File: src/rtl/banco_reg_multi.sv
// ---------------------------------------------------------------------------
// banco_reg_multi
// Parametrised general-purpose register file. It has two combinational read
// ports, a core write port, and a valid/ready USART write port. USART writes
// wait in a one-entry pending buffer and commit on a cycle when the core is
// not writing. An edge-detected output capture port is also provided.
//
// Parameters
//   DATA_W    register width in bits
//   ADDR_W    address width; depth = 2**ADDR_W
//   ZERO_REG  1: register 0 reads 0 and drops writes; 0: ordinary register
//
// Ports
//   clk_i, rst_n_i           system clock, async active-low reset
//   rd_addr_a_i/rd_data_a_o  read port A (combinational)
//   rd_addr_b_i/rd_data_b_o  read port B (combinational)
//   wr_en_i/wr_addr_i/wr_data_i            core write port (highest priority)
//   usart_valid_i/usart_ready_o/usart_addr_i/usart_data_i  USART write port
//   out_req_i/out_addr_i     capture request (rising edge) and address
//   out_data_o/out_valid_o   captured value and one-cycle update pulse
//
// Build option
//   BANCO_REG_BYPASS_EN  when defined, the read ports and the capture path
//                        forward this cycle's effective write (write-through).
// ---------------------------------------------------------------------------
module banco_reg_multi #(
  parameter int DATA_W   = 32,
  parameter int ADDR_W   = 5,
  parameter bit ZERO_REG = 1'b1
) (
  input  logic              clk_i,
  input  logic              rst_n_i,
  input  logic [ADDR_W-1:0] rd_addr_a_i,
  input  logic [ADDR_W-1:0] rd_addr_b_i,
  output logic [DATA_W-1:0] rd_data_a_o,
  output logic [DATA_W-1:0] rd_data_b_o,
  input  logic              wr_en_i,
  input  logic [ADDR_W-1:0] wr_addr_i,
  input  logic [DATA_W-1:0] wr_data_i,
  input  logic              usart_valid_i,
  output logic              usart_ready_o,
  input  logic [ADDR_W-1:0] usart_addr_i,
  input  logic [DATA_W-1:0] usart_data_i,
  input  logic              out_req_i,
  input  logic [ADDR_W-1:0] out_addr_i,
  output logic [DATA_W-1:0] out_data_o,
  output logic              out_valid_o
);

  localparam int DEPTH = 2**ADDR_W;

  logic [DATA_W-1:0] regs_q [DEPTH];

  logic              pend_q, pend_d;
  logic [ADDR_W-1:0] pend_addr_q, pend_addr_d;
  logic [DATA_W-1:0] pend_data_q, pend_data_d;

  logic              out_req_q;
  logic [DATA_W-1:0] out_data_q, out_data_d;
  logic              out_valid_q, out_valid_d;

  logic              eff_we;
  logic [ADDR_W-1:0] eff_addr;
  logic [DATA_W-1:0] eff_data;
  logic              eff_commit;
  logic              fwd_en;
  logic              usart_accept;
  logic              capture;
  logic [DATA_W-1:0] capture_val;

  // Core has priority; otherwise the pending USART entry drains.
  assign eff_we     = wr_en_i || pend_q;
  assign eff_addr   = wr_en_i ? wr_addr_i : pend_addr_q;
  assign eff_data   = wr_en_i ? wr_data_i : pend_data_q;
  // A write to the hardwired zero register still consumes the pending entry.
  assign eff_commit = eff_we && !(ZERO_REG && (eff_addr == '0));

`ifdef BANCO_REG_BYPASS_EN
  assign fwd_en = eff_commit;
`else
  assign fwd_en = 1'b0;
`endif

  function automatic logic [DATA_W-1:0] read_sel(
    input logic [ADDR_W-1:0] addr,
    input logic [DATA_W-1:0] arr_val,
    input logic              fwd,
    input logic [ADDR_W-1:0] fwd_addr,
    input logic [DATA_W-1:0] fwd_data
  );
    if (ZERO_REG && (addr == '0)) return '0;
    if (fwd && (addr == fwd_addr)) return fwd_data;
    return arr_val;
  endfunction

  assign rd_data_a_o = read_sel(rd_addr_a_i, regs_q[rd_addr_a_i], fwd_en, eff_addr, eff_data);
  assign rd_data_b_o = read_sel(rd_addr_b_i, regs_q[rd_addr_b_i], fwd_en, eff_addr, eff_data);
  assign capture_val = read_sel(out_addr_i,  regs_q[out_addr_i],  fwd_en, eff_addr, eff_data);

  // The buffer can take a new entry when empty or when it drains this cycle.
  assign usart_ready_o = !pend_q || !wr_en_i;
  assign usart_accept  = usart_valid_i && usart_ready_o;

  always_comb begin
    pend_d      = pend_q;
    pend_addr_d = pend_addr_q;
    pend_data_d = pend_data_q;
    if (!wr_en_i) begin
      pend_d = 1'b0;
    end
    if (usart_accept) begin
      pend_d      = 1'b1;
      pend_addr_d = usart_addr_i;
      pend_data_d = usart_data_i;
    end
  end

  always_ff @(posedge clk_i or negedge rst_n_i) begin
    if (!rst_n_i) begin
      pend_q      <= 1'b0;
      pend_addr_q <= '0;
      pend_data_q <= '0;
    end else begin
      pend_q      <= pend_d;
      pend_addr_q <= pend_addr_d;
      pend_data_q <= pend_data_d;
    end
  end

  for (genvar g = 0; g < DEPTH; g++) begin : g_reg
    always_ff @(posedge clk_i or negedge rst_n_i) begin
      if (!rst_n_i) begin
        regs_q[g] <= '0;
      end else if (eff_commit && (eff_addr == ADDR_W'(g))) begin
        regs_q[g] <= eff_data;
      end
    end
  end

  assign capture = out_req_i && !out_req_q;

  always_comb begin
    out_data_d  = out_data_q;
    out_valid_d = capture;
    if (capture) begin
      out_data_d = capture_val;
    end
  end

  always_ff @(posedge clk_i or negedge rst_n_i) begin
    if (!rst_n_i) begin
      out_req_q   <= 1'b0;
      out_data_q  <= '0;
      out_valid_q <= 1'b0;
    end else begin
      out_req_q   <= out_req_i;
      out_data_q  <= out_data_d;
      out_valid_q <= out_valid_d;
    end
  end

  assign out_data_o  = out_data_q;
  assign out_valid_o = out_valid_q;

endmodule
File: config.mk
export PLATFORM = sky130hd
export DESIGN_NAME = banco_reg_multi
export DESIGN_NICKNAME = d
export VERILOG_FILES = /design/src/rtl/banco_reg_multi.sv
export SDC_FILE = /design/constraint.sdc
export NUM_CORES = 2
export LEC_CHECK = 0
export BUFFER_PORTS_ARGS = -buffer_cell sky130_fd_sc_hd__buf_4
export CAP_MARGIN = 20
export CORE_MARGIN = 3
export CORE_UTILIZATION = 45
export DETAILED_ROUTE_END_ITERATION = 6
export SETUP_SLACK_MARGIN = 0.2
export SYNTH_ARGS = -nofsm -noshare
export SYNTH_HDL_FRONTEND = slang
export SYNTH_SLANG_ARGS = --single-unit
File: constraint.sdc
create_clock -name clk_i -period 6.14 [get_ports clk_i]
set_clock_uncertainty 0.05 [all_clocks]
set_input_delay 1.228 -clock clk_i [delete_from_list [all_inputs] [get_ports clk_i]]
set_output_delay 1.228 -clock clk_i [all_outputs]
set_load 0.02 [all_outputs]
==> results.yml <==
place:
  routabilityCongestion: 0.846
  portBuffers: 191
  dp_cells: 7164
  dpl.hpwl_um: 136000
setup_path:
  cp_max_fo: 45
  crit_path_top_delay_cell: "buf_4"
  crit_required_ps: 4860
  critical_path_class: "in -> out"
  crit_top_cell: "buf_4"
  crit_chain: "buf_6 > buf_4 > mux4_2 > nor2b_1 > a211oi_1 > a21oi_1 > a21o_1 > buf_4"
  end_kind: "primary output"
  cp-start-kind: "input pin"
  cp_data_arrival_time_ps: 3860
  slowest_delay_ps: 720
sta:
  finalHoldViolCount: 0
  rsz0062_at_grt: "false"
  finalCriticalPeriod_ps: 5140
  final-setup-viol-count: 0
  slew_headroom_pct: 17.4
  fin_crit_sh_pct: 83.7
  max_freq_ghz: 0.195
  hold-worst-slack_ps: 367
  final-max-slew-violation-count: 0
  tightest_slew_ps: 1240
  fin_setup_tns_ps: 0
synthesis:
  synth-seq-cells: 1096
  synth_warnings: 0
  syn-cell-area_um2: 64200
  syn_avg_cell_area_um2: 11.6
  syn_inst: 5529
  synth-async-reset-ratio_pct: 100
  synth_most_common_cell: "dfrtp_1"
  syn_nets: 5623
  synth_edf_count: 0
  yosys.area.top_type: "dfrtp_1"
  synth_top_area_share_pct: 42.7
  synthTopCellsByArea: "dfrtp_1 43%, mux4_2 23%, a21oi_1 8.0%, nor2_1 6.0%, mux2i_1 4.6%"
  synth_cell_types: 58
  synth_common_cells: "1,096 x dfrtp_1, 1,030 x nor2_1, 1,023 x a21oi_1"
  synth_ff_type: "dfrtp_1"
  ys_seq_area_share_pct: 42.7
clock_network:
  cts_tree: "done"
  cts_resized: 0
  path_clk_slew_ps: 50
  h-tree-depth: 4
  clock-root-buffer: "clkbuf_16"
  postCtsHoldBufs: 0
  clockBufferDepth: 3
  post-cts-setup-buffers: 0
  worstSkewPairLatency_ps: 760
  cts.sinks: 1096
  cts_buffers: 130
drt:
  route.detailed.drc: 0
  ant_nets: 0
  wl_per_cell_um: 31.5
  num_vias: 49600
  totalWireLength_um: 233000
  drtIter0Drc: 6611
  firstDrtPassIters: 5
  post_drt_via_cell_ratio: 6.71
power_and_ir_drop:
  p_leak_nw: 28.7
  power.share.combinational_pct: 34.8
  switching_power_mw: 11.8
  power.density_nw_per_um2: 472
  seq_power_share_pct: 42.3
  power.total_mw: 33.6
  peakVddDrop_uv: 254
  clockPowerShare_pct: 22.9
  power.share.switching_pct: 35.1
  internal-power_mw: 21.8
run_status:
  status: "complete, no violations"
min_path:
  hold_class: "reg -> reg"
layout:
  nets: 5501
  fin_cells: 7389
  drive_above_1_share_pct: 28.2
  fillCellCount: 12500
  area_growth_pct: 11.1
floorplanning:
  die_area_um2: 147000
  rows: 138
  io_pins: 192
  fp.dieH_um: 384
  core_um2: 142000
  start_util_pct: 45.4
  die_width_um: 384
global_route:
  grt_max_degree: 145
  grt-ovfl-total: 0
  track_usage_pct: 31.6
  grt_pass1_wl_um: 341000
  grt_pass1_vias: 48500
  antenna_found_initial: 4
flow_run:
  cap_violations: 0
[sequential cells by signal, indices dropped and copies added (netlist names)]
register and count:
regs_q 1024, pend_data_q 32, out_data_o 32, out_req_q 1, pend_addr_q 5, pend_q 1
out_valid_o 1
[final timing paths]
kind	from	to	slack [ps]	cells after the start
setup / recovery	rd_addr_b_i[2]	rd_data_b_o[30]	1000	8
setup reg to reg	pend_addr_q[2]	regs_q[269]	3170	6
hold / removal	regs_q[1011]	regs_q[1011]	370	0
max in group asynchronous	rst_n_i	regs_q[262]	4240	2
hold reg to reg	regs_q[1011]	regs_q[1011]	370	0
min in group asynchronous	rst_n_i	regs_q[348]	430	1
[placed cells by master (no fill, tap or decap), drive strengths merged, types with 2 or more instances in the layout]
cell type	n
dfrtp	1096
nor2	1060
a21oi	1024
mux4	672
buf	357
mux2i	295
mux2	221
clkbuf	188
o22ai	132
a211oi	61
nand2	41
nand2b	36
o22a	33
o221ai	33
nor2b	33
nor4	32
a21o	31
and3	31
a22o	30
clkinv	24
nor3	8
clkinvlp	6
inv	6
nor3b	6
and3b	5
nand3	5
nand4	4
bufinv	4
or3	4
o21ai	3
nand3b	2
and2	2
or2	2
[critical path, delay by kind of cell]
kind,cells,cell delay (ps)
AND/OR/NAND/NOR,1,140
multiplexers,1,410
AO/OA/AOI/OAI,3,650
buffers and inverters,3,1290
[final cells by class]
| class | instances | area [um2] | area share [%] |
|---|---|---|---|
| multi-input combinational | 3817 | 34100 | 47.7 |
| sequential | 1096 | 27400 | 38.4 |
| clock buffer | 186 | 3860 | 5.42 |
| timing repair buffer | 359 | 3300 | 4.63 |
| tap | 1890 | 2360 | 3.31 |
| clock inverter | 37 | 315 | 0.442 |
| inverter | 3 | 11.3 | 0.0158 |
| antenna | 1 | 2.50 | 0.00351 |
[metrics by stage]
step | utilization (%) | instance area [um2] | worst slack, ps
after floorplan | - | 64200 | 2010
after global placement | 47.3 | 67000 | 1050
after detailed placement | 47.4 | 67100 | 1040
after CTS | 50.4 | 71300 | 1030
after global routing | 50.4 | 71300 | 955
final | 50.4 | 71300 | 1000
[kinds of logic (layout without fill, tap and decap cells)]
family / after synthesis / count (layout) / share of synthesized area [%]
AO/OA/AOI/OAI: 1355 / 1355 / 12.0
AND/OR/NAND/NOR: 1274 / 1274 / 8.54
multiplexers: 1188 / 1188 / 32.1
flip-flops: 1096 / 1096 / 42.7
buffers and inverters: 616 / 585 / 4.76
other: 0 / 1 / 0
[per-layer routing]
layer	wire length (um)	global-route usage [%]	part of all wire, %	up-vias
met5	23	0	0.0099	-
met4	10000	12.9	4.3	4
met3	24300	7.76	10	578
met2	107000	48.5	46	2950
met1	91600	43.3	39	25600
li1	-	-	-	20400
[power by group through the flow]
stage / clock network (mW) / logic [mW] / registers, mW
after floorplan: 0 / 9.20 / 12.9
after global placement: 0 / 11.3 / 13.9
final: 7.71 / 11.7 / 14.2
after CTS: 7.78 / 11.7 / 14.0
after global routing: 8.08 / 12.8 / 14.6
after detailed placement: 0 / 11.6 / 14.1
Note: power is estimated with default switching activity, not from simulation.
